## config.mk

```make
export PLATFORM = sky130hd
export DESIGN_NAME = fetch_unit
export DESIGN_NICKNAME = d
export VERILOG_FILES = /design/src/rtl/fetch_unit.sv
export SDC_FILE = /design/constraint.sdc
export NUM_CORES = 1
export LEC_CHECK = 0
export CAP_MARGIN = 20
export CORE_ASPECT_RATIO = 1.2
export CORE_MARGIN = 1
export CORE_UTILIZATION = 54
export DETAILED_ROUTE_END_ITERATION = 16
export HOLD_SLACK_MARGIN = 0.06
export PLACE_DENSITY = 0.79
export SLEW_MARGIN = 40
export SYNTH_ARGS = -nofsm -noshare
export SYNTH_HDL_FRONTEND = slang
export SYNTH_SLANG_ARGS = --single-unit
```

## constraint.sdc

```tcl
create_clock -name CLK -period 3.3 [get_ports CLK]
set_input_delay 0.495 -clock CLK [delete_from_list [all_inputs] [get_ports CLK]]
set_output_delay 0.495 -clock CLK [all_outputs]
set_load 0.01 [all_outputs]
```

## src/rtl/fetch_unit.sv

```systemverilog
// fetch_unit: instruction fetch stage for the RISC-V lite core.
//
// Drives the instruction memory with the current PC and captures the combinational read
// data in the same cycle. Each fetched {pc, instr} pair goes into a DEPTH-entry FIFO, and
// decode drains that FIFO over a valid/ready handshake. A redirect from execute flushes
// the FIFO and restarts fetch at the new PC.
//
// Optional feature macro: FETCH_MISALIGN_CHECK_EN
//   - Defined: a redirect to a target that is not word-aligned loads the PC unchanged,
//     halts fetch and raises FETCH_ERR. A later aligned redirect, or RST, clears both.
//   - Undefined: the redirect target is force-aligned and FETCH_ERR is tied to 0.
//
// Parameters:
//   DEPTH     FIFO entries; must be a power of two and at least 2.
//   RESET_PC  PC value loaded on reset.
//
// Ports:
//   CLK             clock; all state updates on the rising edge
//   RST             synchronous active-high reset
//   IMEM_ADDR       byte address to instruction memory (always the PC register)
//   IMEM_RDATA      combinational instruction word for IMEM_ADDR
//   IMEM_REQ        high in any cycle where IMEM_RDATA is pushed into the FIFO
//   REDIRECT_VALID  redirect request from execute; flushes the FIFO
//   REDIRECT_PC     redirect target
//   OUT_VALID       FIFO head is valid
//   OUT_READY       decode accepts the head
//   OUT_INSTR       head instruction (0 while the FIFO is empty)
//   OUT_PC          head PC (0 while the FIFO is empty)
//   FETCH_ERR       misaligned-redirect error flag
module fetch_unit #(
  parameter int unsigned DEPTH    = 4,
  parameter logic [31:0] RESET_PC = 32'h0000_0000
) (
  input  logic        CLK,
  input  logic        RST,
  output logic [31:0] IMEM_ADDR,
  input  logic [31:0] IMEM_RDATA,
  output logic        IMEM_REQ,
  input  logic        REDIRECT_VALID,
  input  logic [31:0] REDIRECT_PC,
  output logic        OUT_VALID,
  input  logic        OUT_READY,
  output logic [31:0] OUT_INSTR,
  output logic [31:0] OUT_PC,
  output logic        FETCH_ERR
);

  localparam int unsigned AW = $clog2(DEPTH);
  localparam int unsigned PW = AW + 1;
  localparam logic [PW-1:0] DepthCnt = PW'(DEPTH);

  logic [31:0]   pc_q, pc_d;
  logic [PW-1:0] rd_ptr_q, rd_ptr_d;
  logic [PW-1:0] wr_ptr_q, wr_ptr_d;
  logic [PW-1:0] count_q, count_d;
  logic [63:0]   mem_q [DEPTH];
  logic [63:0]   head;
  logic          halt;
  logic          fetch;
  logic          pop;

  assign pop   = OUT_VALID && OUT_READY;
  assign fetch = !RST && !REDIRECT_VALID && !halt && ((count_q < DepthCnt) || pop);

  assign IMEM_ADDR = pc_q;
  assign IMEM_REQ  = fetch;

  // Gate the head so that an empty FIFO presents zeros instead of stale storage.
  assign head      = mem_q[rd_ptr_q[AW-1:0]];
  assign OUT_VALID = (count_q != '0);
  assign OUT_PC    = OUT_VALID ? head[63:32] : 32'h0;
  assign OUT_INSTR = OUT_VALID ? head[31:0] : 32'h0;

  always_comb begin
    pc_d     = pc_q;
    rd_ptr_d = rd_ptr_q;
    wr_ptr_d = wr_ptr_q;
    count_d  = count_q;
    if (REDIRECT_VALID) begin
      // A flush wins over any push or pop in the same cycle.
      rd_ptr_d = '0;
      wr_ptr_d = '0;
      count_d  = '0;
`ifdef FETCH_MISALIGN_CHECK_EN
      pc_d     = REDIRECT_PC;
`else
      pc_d     = {REDIRECT_PC[31:2], 2'b00};
`endif
    end else begin
      if (fetch) begin
        pc_d     = pc_q + 32'd4;
        wr_ptr_d = wr_ptr_q + 1'b1;
      end
      if (pop) begin
        rd_ptr_d = rd_ptr_q + 1'b1;
      end
      unique case ({fetch, pop})
        2'b10:   count_d = count_q + 1'b1;
        2'b01:   count_d = count_q - 1'b1;
        default: count_d = count_q;
      endcase
    end
  end

  always_ff @(posedge CLK) begin
    if (RST) begin
      pc_q     <= RESET_PC;
      rd_ptr_q <= '0;
      wr_ptr_q <= '0;
      count_q  <= '0;
    end else begin
      pc_q     <= pc_d;
      rd_ptr_q <= rd_ptr_d;
      wr_ptr_q <= wr_ptr_d;
      count_q  <= count_d;
    end
  end

  // FIFO storage needs no reset: every entry is written before it can become the head.
  always_ff @(posedge CLK) begin
    if (fetch) begin
      mem_q[wr_ptr_q[AW-1:0]] <= {pc_q, IMEM_RDATA};
    end
  end

`ifdef FETCH_MISALIGN_CHECK_EN
  logic halt_q, halt_d;
  logic err_q, err_d;

  always_comb begin
    halt_d = halt_q;
    err_d  = err_q;
    if (REDIRECT_VALID) begin
      halt_d = (REDIRECT_PC[1:0] != 2'b00);
      err_d  = (REDIRECT_PC[1:0] != 2'b00);
    end
  end

  always_ff @(posedge CLK) begin
    if (RST) begin
      halt_q <= 1'b0;
      err_q  <= 1'b0;
    end else begin
      halt_q <= halt_d;
      err_q  <= err_d;
    end
  end

  assign halt      = halt_q;
  assign FETCH_ERR = err_q;
`else
  // The target's low bits are discarded when alignment is forced.
  logic unused_redirect_lsbs;
  assign unused_redirect_lsbs = ^REDIRECT_PC[1:0];

  assign halt      = 1'b0;
  assign FETCH_ERR = 1'b0;
`endif

endmodule

```

## Yosys cells after proc, flatten, opt, wreduce, memory -nomap -nowiden

Memories as Yosys holds them, arrays and structs flattened. A register that Yosys moved wholly into a read port is not among the register bits.
Index checks and enable logic that the tools add are counted.

| storage, ports and cells | value |
|---|---|
| memory bits (writable) | 256 |
| input bits | 68 |
| output and inout port bits | 99 |
| memories | 1 |
| bits in registers | 41 |

| operators by class | value |
|---|---|
| equality and inequality tests | 2 |
| $lt $le $gt $ge | 1 |
| reduce and logical (&&, ||, !) cells | 10 |
| multiplexer cells | 9 |
| $add $sub $neg | 5 |

Memories:

| name | words | bits a word | rd ports | clocked after Yosys merged registers in | wr ports | RTL line | text |
|---|---|---|---|---|---|---|---|
| mem_q | 4 | 64 | 1 | 1 | 1 | 56 | `logic [63:0] mem_q [DEPTH];` |

Operator list:

| kind | count |
|---|---|
| two-way mux 32 bit | 4 |
| adder 32 x 3 -> 32 bit, second input constant | 1 |
| adder 3 x 1 -> 3 bit, second input constant | 3 |
| one-hot mux 3 bit (2 select lines) | 1 |
| two-way mux 2 bit | 2 |
| nonzero test 2 bit | 2 |
| logical AND 1 bit | 3 |
| less-than comparator 3 bit, second input constant | 1 |
| nonzero test 3 bit | 1 |
| subtractor 3 x 1 -> 3 bit, second input constant | 1 |
| == test 2 x 1 -> 1 bit, second input constant | 1 |
| == test 2 bit, second input constant | 1 |
| logical NOT 1 bit | 2 |
| two-way mux 1 bit | 2 |
| OR reduction 2 bit | 1 |
| logical OR 1 bit | 1 |

## Longest topological paths before layout

| logic depth | value |
|---|---|
| depth after elaboration | 6 |
| mapped depth | 9 |

## Least setup slack after synthesis

OpenSTA, ideal clock, no wires.

| timing path | value |
|---|---|
| path type | input-to-reg |
| from | in OUT_READY |
| to | mem mem_q[0][0], enable pin |
| stages | 3 |
| required time | 2.873 ns |
| arrival time | 2.423 ns |
| setup time | 0.427 ns |
| slack | 0.451 ns |
| path through | nand2b_1 > clkbuf_1 > and3_1 |

| between the ends | value |
|---|---|
| cells in the longest elaborated chain, start to end | 5 |

RTL lines:

| what | RTL line | text |
|---|---|---|
| start, declared | 42 | `input logic OUT_READY,` |
| logical AND 1 bit | 62 | `assign pop = OUT_VALID && OUT_READY;` |
| logical OR 1 bit | 63 | `assign fetch = !RST && !REDIRECT_VALID && !halt && ((count_q < DepthCnt) \|\| pop);` |
| logical AND 1 bit | 63 |  |
| two-way mux 1 bit | 121 | `if (fetch) begin` |
| two-way mux 1 bit (implied by the code) | 122 | `mem_q[wr_ptr_q[AW-1:0]] <= {pc_q, IMEM_RDATA};` |
| end, declared | 56 |  |

Every way passes these cells.

==> impl_metrics.tcl <==
set metrics [dict create \
    post_drt_wl_per_cell_um 21.08 \
    timing.rr.start "count_q[2]" \
    cts_tree "built" \
    cap_violations 0 \
    worstHoldPathType "reg -> reg" \
    p_per_area_nw_per_um2 525.3 \
    drt_iter0_drc 452 \
    grt_pass1_vias 7055 \
    setup_ws_ns 0.3062 \
    cts_buffers 26 \
    core_um2 21120 \
    yosysTopAreaCell "edfxtp_1" \
    clk_pin_slew_worst_paths_ns 0.06 \
    critPathMaxStageDelay_ns 0.58 \
    crit_chain "buf_4, mux4_2, and2_1, clkdlybuf4s50_1" \
    fin_crit_sh_pct 90.72 \
    areaGrowthSynthToFinish_pct 24.09 \
    path_max_fanout 20 \
    syn_area_per_cell_um2 17.01 \
    fin_area_um2 14530 \
    max_slew_margin_pct 57.37 \
    crit_required_ns 2.80 \
    cp-start-kind "flop" \
    clk_latency_ns 0.52 \
    fin_nets 929 \
    grt_max_degree 48 \
    rsz0062_at_grt "false" \
    p_leak_nw 4.633 \
    synth_top_area_share_pct 63.62 \
    worst-endpoint-arrival_ns 2.50 \
    first_pass_iters 6 \
    die_x_um 136.4 \
    start_util_pct 55.43 \
    yosys_most_used_dff "edfxtp_1" \
    skew_ns 0.008982 \
    cts_root_buffer "clkbuf_16" \
    finalHoldViolations 0 \
    ir_drop_mv 0.3760 \
    reg2reg_depth 8 \
    row_count 58 \
    wl_mm 24.12 \
    crit_path_end "OUT_PC[3]" \
    track_usage_pct 22.41 \
    period_needed_ns 2.994 \
    cts_sinks 287 \
    vias_per_cell 5.933 \
    maxSlewViolCount 0 \
    yosysUniqueCellTypes 52 \
    min_from "wr_ptr_q[1]" \
    hpwl_mm 15.04 \
    io_pins 167 \
    dp_slack_ns 0.5435 \
    synthTopCellsByArea "edfxtp_1, mux4_2, dfxtp_1, and2_1, nor2_1" \
    routabilityCongestion 0.8482 \
    ys.warnings.count 0 \
    synth_edf_count 248 \
    grt_overflow 0 \
    antenna_found_initial 0 \
    drive_above_1_share_pct 15.68 \
    reg2reg_to "count_q[2]" \
    netlist_instances 688 \
    die_height_um 163.3 \
    ctsResizeCount 0 \
    design.die.area_um2 22270 \
    post_cts_buffers 0 \
    place_area_um2 13650 \
    async_reset_ff_share_pct 0 \
    path_class "reg -> out" \
    cp.depth 4 \
    ctsHoldBuffers 0 \
    insertedDiodeCount 0 \
    outcome "complete, no violations" \
    finalSetupViolCount 0 \
    whs_ns 0.5134 \
    yosys_register_bits 287 \
    utilization_pct 68.79 \
    num_vias 6787 \
    ys_seq_area_share_pct 70.29 \
    worstPathBufferInverterCount 2 \
    timing.fmax_mhz 334.0 \
    nFillCells 1369 \
    drcViolationCount 0 \
    worstMarginPinSlew_ns 0.6395 \
    r2r_slack_ns 0.92 \
    cts_max_level 1 \
    port_buffers 159 \
    grt_first_pass_wirelength_mm 38.18 \
    crit_family "buffers and inverters" \
    netlist_area_um2 11710 \
    ant_nets 0 \
    end_kind "output pin" \
    slowest_stage "mux4_2" \
    clk_path_buf_depth 3 \
    tns_ns 0 \
]
## routing by layer
metal / share of wire [%] / GRT usage, %
met5: 0 / 0
met4: 1.6 / 5.455
met3: 5.2 / 2.762
met2: 53 / 39.57
met1: 40 / 29.43
## placed cells by master (no fill, tap or decap), types with 3 or more instances in the layout
master             n
mux4_2            62
and4_1             4
and3_1             5
clkbuf_16         27
ha_1               6
a311oi_1          12
edfxtp_1         248
nand2_1           17
nor2_1            31
nor2b_1            6
bufinv_16          3
nand3_1           16
clkinv_1           6
xnor2_1            8
conb_1             5
nor3_1             7
o31ai_1            9
nand4_1           15
clkdlybuf4s50_1  159
nor3b_1            3
buf_12             3
a211oi_1           9
nor4_1            10
or4_1              5
and2_1            65
or3_1              5
dfxtp_1           37
a21oi_1            9
clkinv_2           6
inv_1             10
buf_4             18
xor2_1             7
## logic make-up (layout without fill, tap and decap cells)
| kind of cell | after synthesis | count (layout) | share of synthesized area (%) |
|---|---|---|---|
| other cells | 1 | 5 | 0.03203 |
| flops | 287 | 287 | 70.29 |
| compound gates | 57 | 57 | 3.709 |
| fa+ha+maj | 7 | 7 | 0.8123 |
| mux | 62 | 62 | 11.93 |
| buf+inv | 56 | 238 | 2.116 |
| simple gates | 203 | 203 | 9.994 |
| xor+xnor | 15 | 15 | 1.122 |
## where the power goes
part | internal, mW | leakage (nW) | switching (mW) | total [mW]
logic | 0.268 | 1.62 | 0.214 | 0.482
registers | 4.04 | 2.59 | 0.0951 | 4.14
clock network | 1.77 | 0.425 | 1.25 | 3.01
total | 6.08 | 4.63 | 1.56 | 7.63
## tightest hold or removal path: cells and delay by family (launching register included)
family	cells	cell delay (ns)
AOI/OAI and AO/OA	1	0.06
and+or+nand+nor	1	0.07
DFF	1	0.34
## per-stage QoR
step	cells	total power, mW
4_1_cts	1144	7.687
5_1_grt	1144	7.864
3_5_place_dp	1096	4.696
2_1_floorplan	692	4.404
3_3_place_gp	1096	4.669
6_report	1144	7.631
## state kept, by name (all words and copies together), names as in the netlist, named ones only
name,cells
mem_q,248
IMEM_ADDR,30
count_q,3
rd_ptr_q,2
wr_ptr_q,2
## cell usage after synthesis, types with 3 or more instances
master	count
nor3b_1	3
nand4_1	15
buf_1	6
a211oi_1	9
xor2_1	7
and2_1	65
a311oi_1	12
and4_1	4
edfxtp_1	248
xnor2_1	8
o31ai_1	9
buf_2	9
inv_1	10
nor2_1	31
or4_1	5
nor2b_1	6
and3_1	9
clkbuf_1	25
nor3_1	7
nand2_1	17
nand3_1	16
ha_1	6
buf_4	5
a21oi_1	9
dfxtp_1	39
or3_1	6
nor4_1	10
mux4_2	62
## how the worst min path moves through the flow
stage                        end  slack [ns]  depth (start not counted)
finish               wr_ptr_q[1]        0.51                          2
detailed placement   wr_ptr_q[1]        0.50                          2
CTS                  wr_ptr_q[1]        0.51                          2
global placement     wr_ptr_q[1]        0.47                          2
global route        IMEM_ADDR[2]        0.54                          3
floorplan            wr_ptr_q[1]        0.46                          2
## layout make-up
type | instances | area [um2] | share of cell area (%)
Sequential cell | 287 | 8233 | 56.68
Multi-Input combinational cell | 349 | 3263 | 22.46
Timing Repair Buffer | 180 | 1787 | 12.30
Clock buffer | 31 | 710.7 | 4.892
Tap cell | 270 | 337.8 | 2.326
Clock inverter | 17 | 157.7 | 1.085
Inverter | 10 | 37.54 | 0.2584
(Power assumes the default switching activity.)
